**config.mk**
```make
export PLATFORM = sky130hd
export DESIGN_NAME = prog_imem
export DESIGN_NICKNAME = d
export VERILOG_FILES = /design/src/rtl/prog_imem.sv
export SDC_FILE = /design/constraint.sdc
export NUM_CORES = 1
export LEC_CHECK = 0
export ABC_AREA = 1
export CAP_MARGIN = 20
export CORE_MARGIN = 5
export CORE_UTILIZATION = 53
export CTS_CLUSTER_DIAMETER = 60
export DETAILED_ROUTE_END_ITERATION = 8
export PLACE_DENSITY_LB_ADDON = 0.12
export SYNTH_ARGS = -nofsm -noshare
export SYNTH_HDL_FRONTEND = slang
export SYNTH_SLANG_ARGS = --single-unit
```
**constraint.sdc**
```tcl
create_clock -name clk -period 1.7 [get_ports clk]
set_input_delay 0.17 -clock clk [delete_from_list [all_inputs] [get_ports clk]]
set_output_delay 0.17 -clock clk [all_outputs]
set_load 0.02 [all_outputs]
```
**src/rtl/prog_imem.sv**
```systemverilog
// Run-time loadable instruction memory: valid/ready load stream fills the RAM, fetches are registered.
// Optional IMEM_CHECKSUM_EN adds a running XOR checksum of the words accepted by the current load.
module prog_imem #(
    parameter int unsigned        DATA_W    = 8,
    parameter int unsigned        ADDR_W    = 8,
    parameter int unsigned        DEPTH     = 16,
    parameter logic [DATA_W-1:0]  FILL_WORD = 8'hC3
) (
    input  logic              clk,
    input  logic              reset,
    input  logic              load_start,
    input  logic [DATA_W-1:0] load_data,
    input  logic              load_valid,
    input  logic              load_last,
    output logic              load_ready,
    output logic              load_done,
    output logic [ADDR_W:0]   prog_len,
    input  logic              fetch_req,
    input  logic [ADDR_W-1:0] fetch_addr,
    output logic [DATA_W-1:0] instr,
    output logic              instr_valid,
    output logic              addr_fault,
    output logic [DATA_W-1:0] load_checksum
);

    localparam int unsigned    IDX_W    = (DEPTH > 1) ? $clog2(DEPTH) : 1;
    localparam logic [ADDR_W:0] LAST_IDX = (ADDR_W+1)'(DEPTH - 1);
    localparam logic [ADDR_W:0] ONE      = (ADDR_W+1)'(1);

    typedef enum logic [1:0] {
        ST_IDLE,
        ST_LOAD,
        ST_READY
    } state_e;

    state_e            state_q;
    logic [ADDR_W:0]   wr_ptr_q;
    logic [ADDR_W:0]   prog_len_q;
    logic              load_ready_q;
    logic              load_done_q;
    logic [DATA_W-1:0] instr_q;
    logic              instr_valid_q;
    logic              addr_fault_q;
    logic [DATA_W-1:0] mem_q [DEPTH];

    logic              transfer;
    logic              load_end;
    logic              fetch_hit;
    logic [ADDR_W:0]   wr_ptr_d;

    // load_ready_q is only ever high in LOAD, so a transfer is always a LOAD-state write.
    assign transfer  = load_valid & load_ready_q;
    assign load_end  = transfer & (load_last | (wr_ptr_q == LAST_IDX));
    assign wr_ptr_d  = wr_ptr_q + ONE;
    assign fetch_hit = (state_q == ST_READY) && ({1'b0, fetch_addr} < prog_len_q);

    // NOTE: sequential state uses non-blocking assignments so every register samples pre-edge values.
    always_ff @(posedge clk) begin
        if (reset) begin
            state_q       <= ST_IDLE;
            wr_ptr_q      <= '0;
            prog_len_q    <= '0;
            load_ready_q  <= 1'b0;
            load_done_q   <= 1'b0;
            instr_q       <= FILL_WORD;
            instr_valid_q <= 1'b0;
            addr_fault_q  <= 1'b0;
        end else begin
            load_done_q <= 1'b0;
            case (state_q)
                ST_IDLE, ST_READY: begin
                    if (load_start) begin
                        state_q      <= ST_LOAD;
                        wr_ptr_q     <= '0;
                        prog_len_q   <= '0;
                        load_ready_q <= 1'b1;
                    end
                end
                ST_LOAD: begin
                    if (transfer) begin
                        wr_ptr_q <= wr_ptr_d;
                    end
                    if (load_end) begin
                        state_q      <= ST_READY;
                        prog_len_q   <= wr_ptr_d;
                        load_ready_q <= 1'b0;
                        load_done_q  <= 1'b1;
                    end
                end
                default: state_q <= ST_IDLE;
            endcase

            // Fetch sees the state and length of this cycle, so a fetch beside load_start uses the old program.
            if (fetch_req) begin
                instr_valid_q <= 1'b1;
                addr_fault_q  <= ~fetch_hit;
                instr_q       <= fetch_hit ? mem_q[fetch_addr[IDX_W-1:0]] : FILL_WORD;
            end else begin
                instr_valid_q <= 1'b0;
                addr_fault_q  <= 1'b0;
            end
        end
    end

    // NOTE: the RAM has no reset; stale contents are masked by prog_len and the READY state instead.
    always_ff @(posedge clk) begin
        if (transfer && !reset) begin
            mem_q[wr_ptr_q[IDX_W-1:0]] <= load_data;
        end
    end

`ifdef IMEM_CHECKSUM_EN
    logic [DATA_W-1:0] checksum_q;

    always_ff @(posedge clk) begin
        if (reset) begin
            checksum_q <= '0;
        end else if ((state_q != ST_LOAD) && load_start) begin
            checksum_q <= '0;
        end else if (transfer) begin
            checksum_q <= checksum_q ^ load_data;
        end
    end

    assign load_checksum = checksum_q;
`else
    assign load_checksum = '0;
`endif

    assign load_ready  = load_ready_q;
    assign load_done   = load_done_q;
    assign prog_len    = prog_len_q;
    assign instr       = instr_q;
    assign instr_valid = instr_valid_q;
    assign addr_fault  = addr_fault_q;

endmodule

```
### Word-level counts from Yosys, hierarchy flattened

Memory sizes are Yosys's and may differ from the RTL's.
Index checks and enable logic that the tools add are counted.

| word-level totals | value |
|---|---|
| memories | 1 |
| latch bits | 0 |
| flip-flop bits (word level) | 32 |
| ROM bits | 0 |
| logic and storage cells | 50 |
| output and inout bits | 29 |
| bits in writable memories | 128 |
| input port bits | 22 |

Memory list:

| memory | words | width | read ports | clocked after memory_dff | write ports | line | RTL |
|---|---|---|---|---|---|---|---|
| mem_q | 16 | 8 | 1 | 0 | 1 | 44 | `logic [DATA_W-1:0] mem_q [DEPTH];` |

| operators by class | value |
|---|---|
| multipliers | 0 |
| divide/modulo/power cells | 0 |
| add/subtract/negate cells | 1 |
| equality and inequality tests | 6 |
| magnitude comparators | 1 |
| reductions and logical operators | 11 |
| mux-type cells | 16 |
| bitwise logic cells | 6 |
| shifts and indexed selects | 0 |

Operator list:

| operator | count |
|---|---|
| $pmux 9 s2 | 2 |
| $mux 9 | 3 |
| $add 9x1->9 const B | 1 |
| $eq 9x4->1 const B | 1 |
| $lt 8x9->1 | 1 |
| $mux 8 | 1 |
| $mux 1 | 6 |
| $ne 2x2->1 const B | 3 |
| $reduce_and 3->1 | 2 |
| $reduce_or 2->1 | 3 |
| $mux 2 | 2 |
| $pmux 2 s2 | 1 |
| $not 1->1 | 3 |
| $and 1x1->1 | 2 |
| $eq 2x1->1 const B | 1 |
| $eq 2x2->1 const B | 1 |
| $logic_and 1x1->1 | 2 |
| $logic_not 2->1 | 1 |
| $pmux 1 s2 | 1 |
| $reduce_and 2->1 | 1 |
| $reduce_bool 2->1 | 1 |
| $logic_not 1->1 | 1 |
| $or 1x1->1 | 1 |

### Depth between registers and ports, before layout

Gate-level depths: netlist of run 1.

| depth | value |
|---|---|
| word-level depth | 5 |
| depth in mapped cells | 12 |
| gate-level depth less buffers | 12 |

### Worst setup path after synthesis of run 1

Ideal clock, no wire load.

| timing | value |
|---|---|
| kind | register to register |
| start point | register load_ready_q, in the netlist load_ready |
| end point | memory mem_q[11][0], enable pin |
| path slack | -99 ps |
| cell stages (with the launch flop) | 5 |
| library setup time | 383 ps |
| data arrival time | 1416 ps |
| cells stage by stage | dfxtp_1 -> nand2_1 -> nor2_1 -> inv_1 -> nor3_1 |

| between the ends | value |
|---|---|
| word-level cells in the longest chain between the ends | 4 |

RTL lines:

| item | line | RTL |
|---|---|---|
| start, declared | 39 | `logic load_ready_q;` |
| start signal, assigned | 63 | `load_ready_q <= 1'b0;` |
| start signal, assigned | 76 | `load_ready_q <= 1'b1;` |
| start signal, assigned | 86 | `load_ready_q <= 1'b0;` |
| $and 1x1->1 | 52 | `assign transfer = load_valid & load_ready_q;` |
| $logic_and 1x1->1 | 107 | `if (transfer && !reset) begin` |
| $mux 1 | 107 |  |
| $mux 1 (implied by the code) | 108 | `mem_q[wr_ptr_q[IDX_W-1:0]] <= load_data;` |
| end, declared | 44 |  |

Every way passes these cells.

### Worst setup path after layout of run 1

| timing | value |
|---|---|
| start point | register prog_len_q[8], in the netlist prog_len[8] |
| end point | output port prog_len[8] |

RTL lines:

| item | line | RTL |
|---|---|---|
| start, declared | 38 | `logic [ADDR_W:0] prog_len_q;` |
| start signal, assigned | 85 | `prog_len_q <= wr_ptr_d;` |
| end, declared | 17 | `output logic [ADDR_W:0] prog_len,` |

No word-level cell between the ends.

==> flow_metrics.env, run 1 <==
export IMPL_run_status="finished, final reports clean"
export IMPL_rows=41
export IMPL_seqPwrFrac_pct=47.2
export IMPL_synth_top_family_by_area="simple AND/OR/NAND/NOR gates"
export IMPL_r2r_cells=8
export IMPL_numPortBuffers=42
export IMPL_ys_types=27
export IMPL_combPwrFrac_pct=8.7
export IMPL_start_kind="register"
export IMPL_worstPathArrival_ns=1.47
export IMPL_clkLatencyLatePin_ns=0.42
export IMPL_core_area_um2=12700
export IMPL_yosys_area_share_simple_pct=22.3
export IMPL_hold_viol_final=0
export IMPL_cts_hold_buffers=0
export IMPL_final_setup_tns_ns=0
export IMPL_syn_inst=694
export IMPL_r2r_end="prog_len[7]"
export IMPL_grt_pass1_vias=4967
export IMPL_place_ws_ns=-0.186
export IMPL_ys_flop_type="edfxtp_1"
export IMPL_io_pins=51
export IMPL_synthToLayoutAreaGrowth_pct=21.4
export IMPL_slowest_delay_ns=0.63
export IMPL_htreeDepth=4
export IMPL_route_detailed_drc=0
export IMPL_worst_path_max_fanout=4
export IMPL_critPathSlowestCell="clkdlybuf4s50_1"
export IMPL_antenna_cells=0
export IMPL_synth_xor_xnor_area_share_pct=0.127
export IMPL_rrSetupSlack_ns=0.15
export IMPL_synthMuxAreaShare_pct=0
export IMPL_fin_crit_sh_pct=96.2
export IMPL_cts_buffer_depth=2
export IMPL_grt_max_degree=66
export IMPL_grt_pass1_wl_mm=26.0
export IMPL_clk_pin_slew_ns=0.06
export IMPL_synth_fa_ha_area_share_pct=1.99
export IMPL_die_w_um=124
export IMPL_hold_class="input pin to register"
export IMPL_cp_cell_sequence="clkdlybuf4s50_1"
export IMPL_drive_gt1_share_pct=10.8
export IMPL_hold_end="state_q[1]"
export IMPL_nFillCells=1004
export IMPL_fmax_mhz=611
export IMPL_hpwl_mm=11.0
export IMPL_async_flop_share_pct=0
export IMPL_holdCritStartpoint="load_start"
export IMPL_finClkSkew_ns=0.00819
export IMPL_startpoint="prog_len[8]"
export IMPL_cts_tree="yes"
export IMPL_synth_area_leaders="edfxtp_1 56%, dfxtp_1 9.3%, nand2_1 9.1%, nand3_1 6.6%, nor2_1 5.3%"
export IMPL_pwr_density_cell_nw_per_um2=1090
export IMPL_wl_per_cell_um=17.4
export IMPL_grt_use_total_pct=22.9
export IMPL_synth_area_leader_cell="edfxtp_1"
export IMPL_numCtsBuffers=17
export IMPL_avgSynthCellArea_um2=9.95
export IMPL_ant_nets=0
export IMPL_worst_slew_margin_rel_pct=54.4
export IMPL_setup_ws_ns=0.0644
export IMPL_drt_initial_drc_count=483
export IMPL_synth_compound_area_share_pct=5.20
export IMPL_r2r_start="wr_ptr_q[3]"
export IMPL_clockPowerShare_pct=44.1
export IMPL_clockRootBuffer="clkbuf_16"
export IMPL_viasPerCell=5.37
export IMPL_ys_seq_area_share_pct=65.0
export IMPL_criticalPathCategory="register to primary output"
export IMPL_synth_seq_cells=160
export IMPL_crit_buf_inv=1
export IMPL_post_synth_top_count_cell="nand2_1"
export IMPL_switching_share_pct=21.7
export IMPL_yosysWarnings=0
export IMPL_cp_top_family="buffers and inverters"
export IMPL_drv_slew=0
export IMPL_netlist_area_leader_share_pct=55.7
export IMPL_setup_viol=0
export IMPL_fin_nets=797
export IMPL_synthTopCellsByCount="168 x nand2_1, 128 x edfxtp_1, 97 x nor2_1, 91 x nand3_1, 39 x inv_1"
export IMPL_routed_wl_mm=16.5
export IMPL_die_h_um=124
export IMPL_endpoint_kind="primary output"
export IMPL_vias=5096
export IMPL_gp_congestion=0.871
export IMPL_cp_required_ns=1.53
export IMPL_dieArea_um2=15400
export IMPL_worst_pin_slew_ns=0.681
export IMPL_grt_overflow=0
export IMPL_p_leak_uw=0.00322
export IMPL_synth_edff_count=128
export IMPL_grt_antenna_before_repair=0
export IMPL_period_minus_slack_ns=1.64
export IMPL_mappedNetlistArea_um2=6900
export IMPL_whs_path_depth=4
export IMPL_firstDrtPassIters=5
export IMPL_start_util_pct=54.5
export IMPL_ir_worst_vdd_mv=0.853
export IMPL_intPower_uw=7170
export IMPL_cts_sinks=160
export IMPL_drv_cap=0
export IMPL_netSwitchingPower_uw=1990
[layout make-up]
cell class	instances	area [µm²]	share of cell area, %
tap	172	215	2.57
multi-input combinational	458	2080	24.9
clock buffer	21	440	5.26
timing repair buffer	87	816	9.74
sequential	160	4490	53.5
clock inverter	11	186	2.23
inverter	40	150	1.79
[registers in the layout, summed over array words and instances, names as in the netlist]
| name | cells |
|---|---|
| mem_q | 128 |
| state_q | 2 |
| prog_len | 9 |
| addr_fault | 1 |
| instr | 8 |
| instr_valid | 1 |
| load_ready | 1 |
| wr_ptr_q | 9 |
| load_done | 1 |
[logic make-up (layout without fill, tap and decap cells)]
logic type,Yosys count,after routing
adders and majority gates,11,11
AOI/OAI and AO/OA,69,69
DFF,160,160
buffers and inverters,83,159
other,1,8
xor gates and xnor gates,1,1
and+or+nand+nor,369,369
[how the worst max path moves through the flow]
| stage | endpoint | slack, ns | cells past startpoint |
|---|---|---|---|
| 4_1_cts | instr[5] | 0.04 | 11 |
| 3_5_place_dp | instr[5] | -0.19 | 9 |
| 2_1_floorplan | mem_q[11][0] | -0.1 | 4 |
| 6_report | prog_len[8] | 0.06 | 1 |
| 3_3_place_gp | mem_q[9][6] | -0.11 | 7 |
| 5_1_grt | instr[0] | -0.01 | 12 |
[power groups by stage]
| stage | sequential (µW) | clock, µW | combinational (µW) |
|---|---|---|---|
| CTS | 4330 | 4090 | 794 |
| global placement | 4410 | 0 | 774 |
| global route | 4330 | 4270 | 881 |
| detailed placement | 4410 | 0 | 787 |
| floorplan | 4430 | 0 | 445 |
| finish | 4330 | 4040 | 796 |
[cell usage in the layout (no fill, tap or decap), types with 4 or more instances in the layout]
cell	Yosys	final
edfxtp_1	128	128
a21oi_1	30	30
clkbuf_16	0	17
nor3_1	6	6
buf_4	9	40
bufinv_16	0	5
nand3_1	91	91
ha_1	11	11
inv_1	39	38
buf_12	0	5
nor2_1	97	95
clkdlybuf4s50_1	0	41
dfxtp_1	32	31
conb_1	1	8
clkbuf_1	17	4
o21ai_0	35	35
nand2_1	168	167
[metal layers]
layer / wire (µm) / track usage [%]
met5: 0 / 0
met4: 291 / 8.76
met3: 1070 / 4.18
met2: 8370 / 38.5
met1: 6750 / 29.5
[timing repair]
| action | CTS | global route |
|---|---|---|
| resized for setup | 0 | 6 |
| buffers inserted | 0 | 0 |
| endpoints found under the setup margin | 0 | 14 |
[stage by stage]
stage / area [µm²] / power [µW] / util (%) / cells / hold WS, ns
4_1_cts: 8360 / 9210 / 66.0 / 949 / 0.427
3_3_place_gp: 7740 / 5180 / 61.1 / 917 / 0.469
6_report: 8380 / 9170 / 66.1 / 949 / 0.451
5_1_grt: 8380 / 9480 / 66.1 / 949 / 0.474
2_1_floorplan: 6930 / 4880 / - / 701 / 0.269
3_5_place_dp: 7740 / 5200 / 61.1 / 917 / 0.462
No activity file was read; power rests on OpenSTA's default activity.
==> run 2, diff against run 1 <==
CTS_BUF_LIST = sky130_fd_sc_hd__clkbuf_16   (was unset)
==> flow_metrics.env, run 2 (synthesis gave the netlist of run 1 again) <==
export IMPL_run_status="finished, final reports clean"
export IMPL_cts_sinks=160
export IMPL_rows=41
export IMPL_grt_pass1_wl_mm=26.0
export IMPL_endpoint_kind="primary output"
export IMPL_grt_overflow=0
export IMPL_route_detailed_drc=0
export IMPL_wl_per_cell_um=17.4
export IMPL_pwr_density_cell_nw_per_um2=1090
export IMPL_criticalPathCategory="register to primary output"
export IMPL_hold_end="state_q[1]"
export IMPL_slowest_delay_ns=0.64
export IMPL_finalPower_uw=9150
export IMPL_crit_cells=1
export IMPL_clockPowerShare_pct=44.0
export IMPL_vias=5073
export IMPL_intPower_uw=7150
export IMPL_dp_cells=917
export IMPL_post_cts_setup_buffers=0
export IMPL_fin_area_um2=8380
export IMPL_critPathSlowestCell="clkdlybuf4s50_1"
export IMPL_r2r_end="prog_len[7]"
export IMPL_die_h_um=124
export IMPL_cp_top_family="buffers and inverters"
export IMPL_numPortBuffers=42
export IMPL_drv_cap=0
export IMPL_crit_buf_inv=1
export IMPL_grt_antenna_before_repair=0
export IMPL_worstPathArrival_ns=1.47
export IMPL_grt_use_total_pct=22.9
export IMPL_dpl_instance_area_um2=7740
export IMPL_htreeDepth=4
export IMPL_ir_worst_vdd_mv=0.838
export IMPL_gp_congestion=0.871
export IMPL_mostFrequentLayoutCells="167 x nand2_1, 128 x edfxtp_1, 95 x nor2_1, 91 x nand3_1, 42 x inv_1"
export IMPL_whs_path_depth=4
export IMPL_cp_required_ns=1.53
export IMPL_start_util_pct=54.5
export IMPL_cts_buffer_depth=2
export IMPL_hpwl_mm=11.0
export IMPL_drv_slew=0
export IMPL_drive_gt1_share_pct=10.8
export IMPL_dieArea_um2=15400
export IMPL_largest_register_ffs=128
export IMPL_ant_nets=0
export IMPL_place_ws_ns=-0.186
export IMPL_clk_pin_slew_ns=0.06
export IMPL_finClkSkew_ns=0.00811
export IMPL_core_area_um2=12700
export IMPL_grt_pass1_vias=4965
export IMPL_period_minus_slack_ns=1.64
export IMPL_fmax_mhz=608
export IMPL_final_cells=949
export IMPL_hold_viol_final=0
export IMPL_seqPwrFrac_pct=47.3
export IMPL_numCtsBuffers=17
export IMPL_cp_cell_sequence="clkdlybuf4s50_1"
export IMPL_worst_path_max_fanout=4
export IMPL_firstDrtPassIters=6
export IMPL_grt_max_degree=66
export IMPL_antenna_cells=0
export IMPL_final_common_cell="nand2_1"
export IMPL_netSwitchingPower_uw=2000
export IMPL_p_leak_uw=0.00324
export IMPL_fin_crit_sh_pct=96.8
export IMPL_fin_nets=797
export IMPL_combPwrFrac_pct=8.7
export IMPL_setup_viol=0
export IMPL_setup_ws_ns=0.0551
export IMPL_hold_class="input pin to register"
export IMPL_viasPerCell=5.35
export IMPL_routed_wl_mm=16.5
export IMPL_cts_tree="yes"
export IMPL_die_w_um=124
export IMPL_drt_initial_drc_count=485
export IMPL_worst_pin_slew_ns=0.682
export IMPL_io_pins=51
export IMPL_clkLatencyLatePin_ns=0.42
export IMPL_r2r_start="wr_ptr_q[3]"
export IMPL_worst_slew_margin_rel_pct=54.4
export IMPL_start_kind="register"
export IMPL_switching_share_pct=21.9
export IMPL_holdCritStartpoint="load_start"
export IMPL_synthToLayoutAreaGrowth_pct=21.4
export IMPL_clockRootBuffer="clkbuf_16"
export IMPL_rrSetupSlack_ns=0.14
export IMPL_r2r_cells=8
run 2: cell types whose count changed in the layout (fill, tap and decap cells not counted):
cell | previous run | this run
inv_1 | 38 | 42
clkbuf_1 | 4 | 0
run 2: worst max path at each step:
stage,start,endpoint,slack (ns)
after floorplan,load_ready,mem_q[11][0],-0.1
after global placement,load_valid,mem_q[9][6],-0.11
after detailed placement,fetch_addr[2],instr[5],-0.19
after CTS,prog_len[7],instr[5],0.04
after global routing,prog_len[7],instr[0],-0.01
final,prog_len[8],prog_len[8],0.06
run 2: power by group through the flow:
stage,Combinational (µW),Sequential (µW),Clock (µW)
6_report,797,4330,4030
2_1_floorplan,445,4430,0
3_3_place_gp,774,4410,0
4_1_cts,794,4330,4070
3_5_place_dp,787,4410,0
5_1_grt,881,4330,4240
run 2: per-stage QoR:
stage / setup TNS (ns) / hold slack [ns] / utilization [%]
after floorplan: -2.39 / 0.269 / -
after global placement: -1.62 / 0.469 / 61.1
after detailed placement: -1.95 / 0.462 / 61.1
after CTS: 0 / 0.427 / 66.0
after global routing: -0.0141 / 0.474 / 66.1
final: 0 / 0.445 / 66.1
run 2: layout make-up:
cell class	count	area, µm²
sequential	160	4490
fill	1004	4290
clock inverter	15	201
inverter	40	150
timing repair buffer	87	816
tap	172	215
clock buffer	17	425
multi-input combinational	458	2080
run 2: repair_timing:
item,CTS,global route
resized for setup,0,6
setup endpoints to repair,0,14
hold buffers,0,0
run 2: worst min-delay path, cell delays in order:
cell	delay (ns)
clkdlybuf4s50_1	0.46
inv_1	0.06
nand2_1	0.07
a21oi_1	0.06
run 2: layer usage:
layer  vias to the layer above  wire length [µm]  global-route usage, %  part of all wire [%]
met5                         -                 0                      0                     0
met4                         0               316                   8.76                   1.9
met3                        25               957                   4.18                   5.8
met2                       166              8320                   38.5                    50
met1                      2415              6910                   29.5                    42
li1                       2467                 -                      -                     -
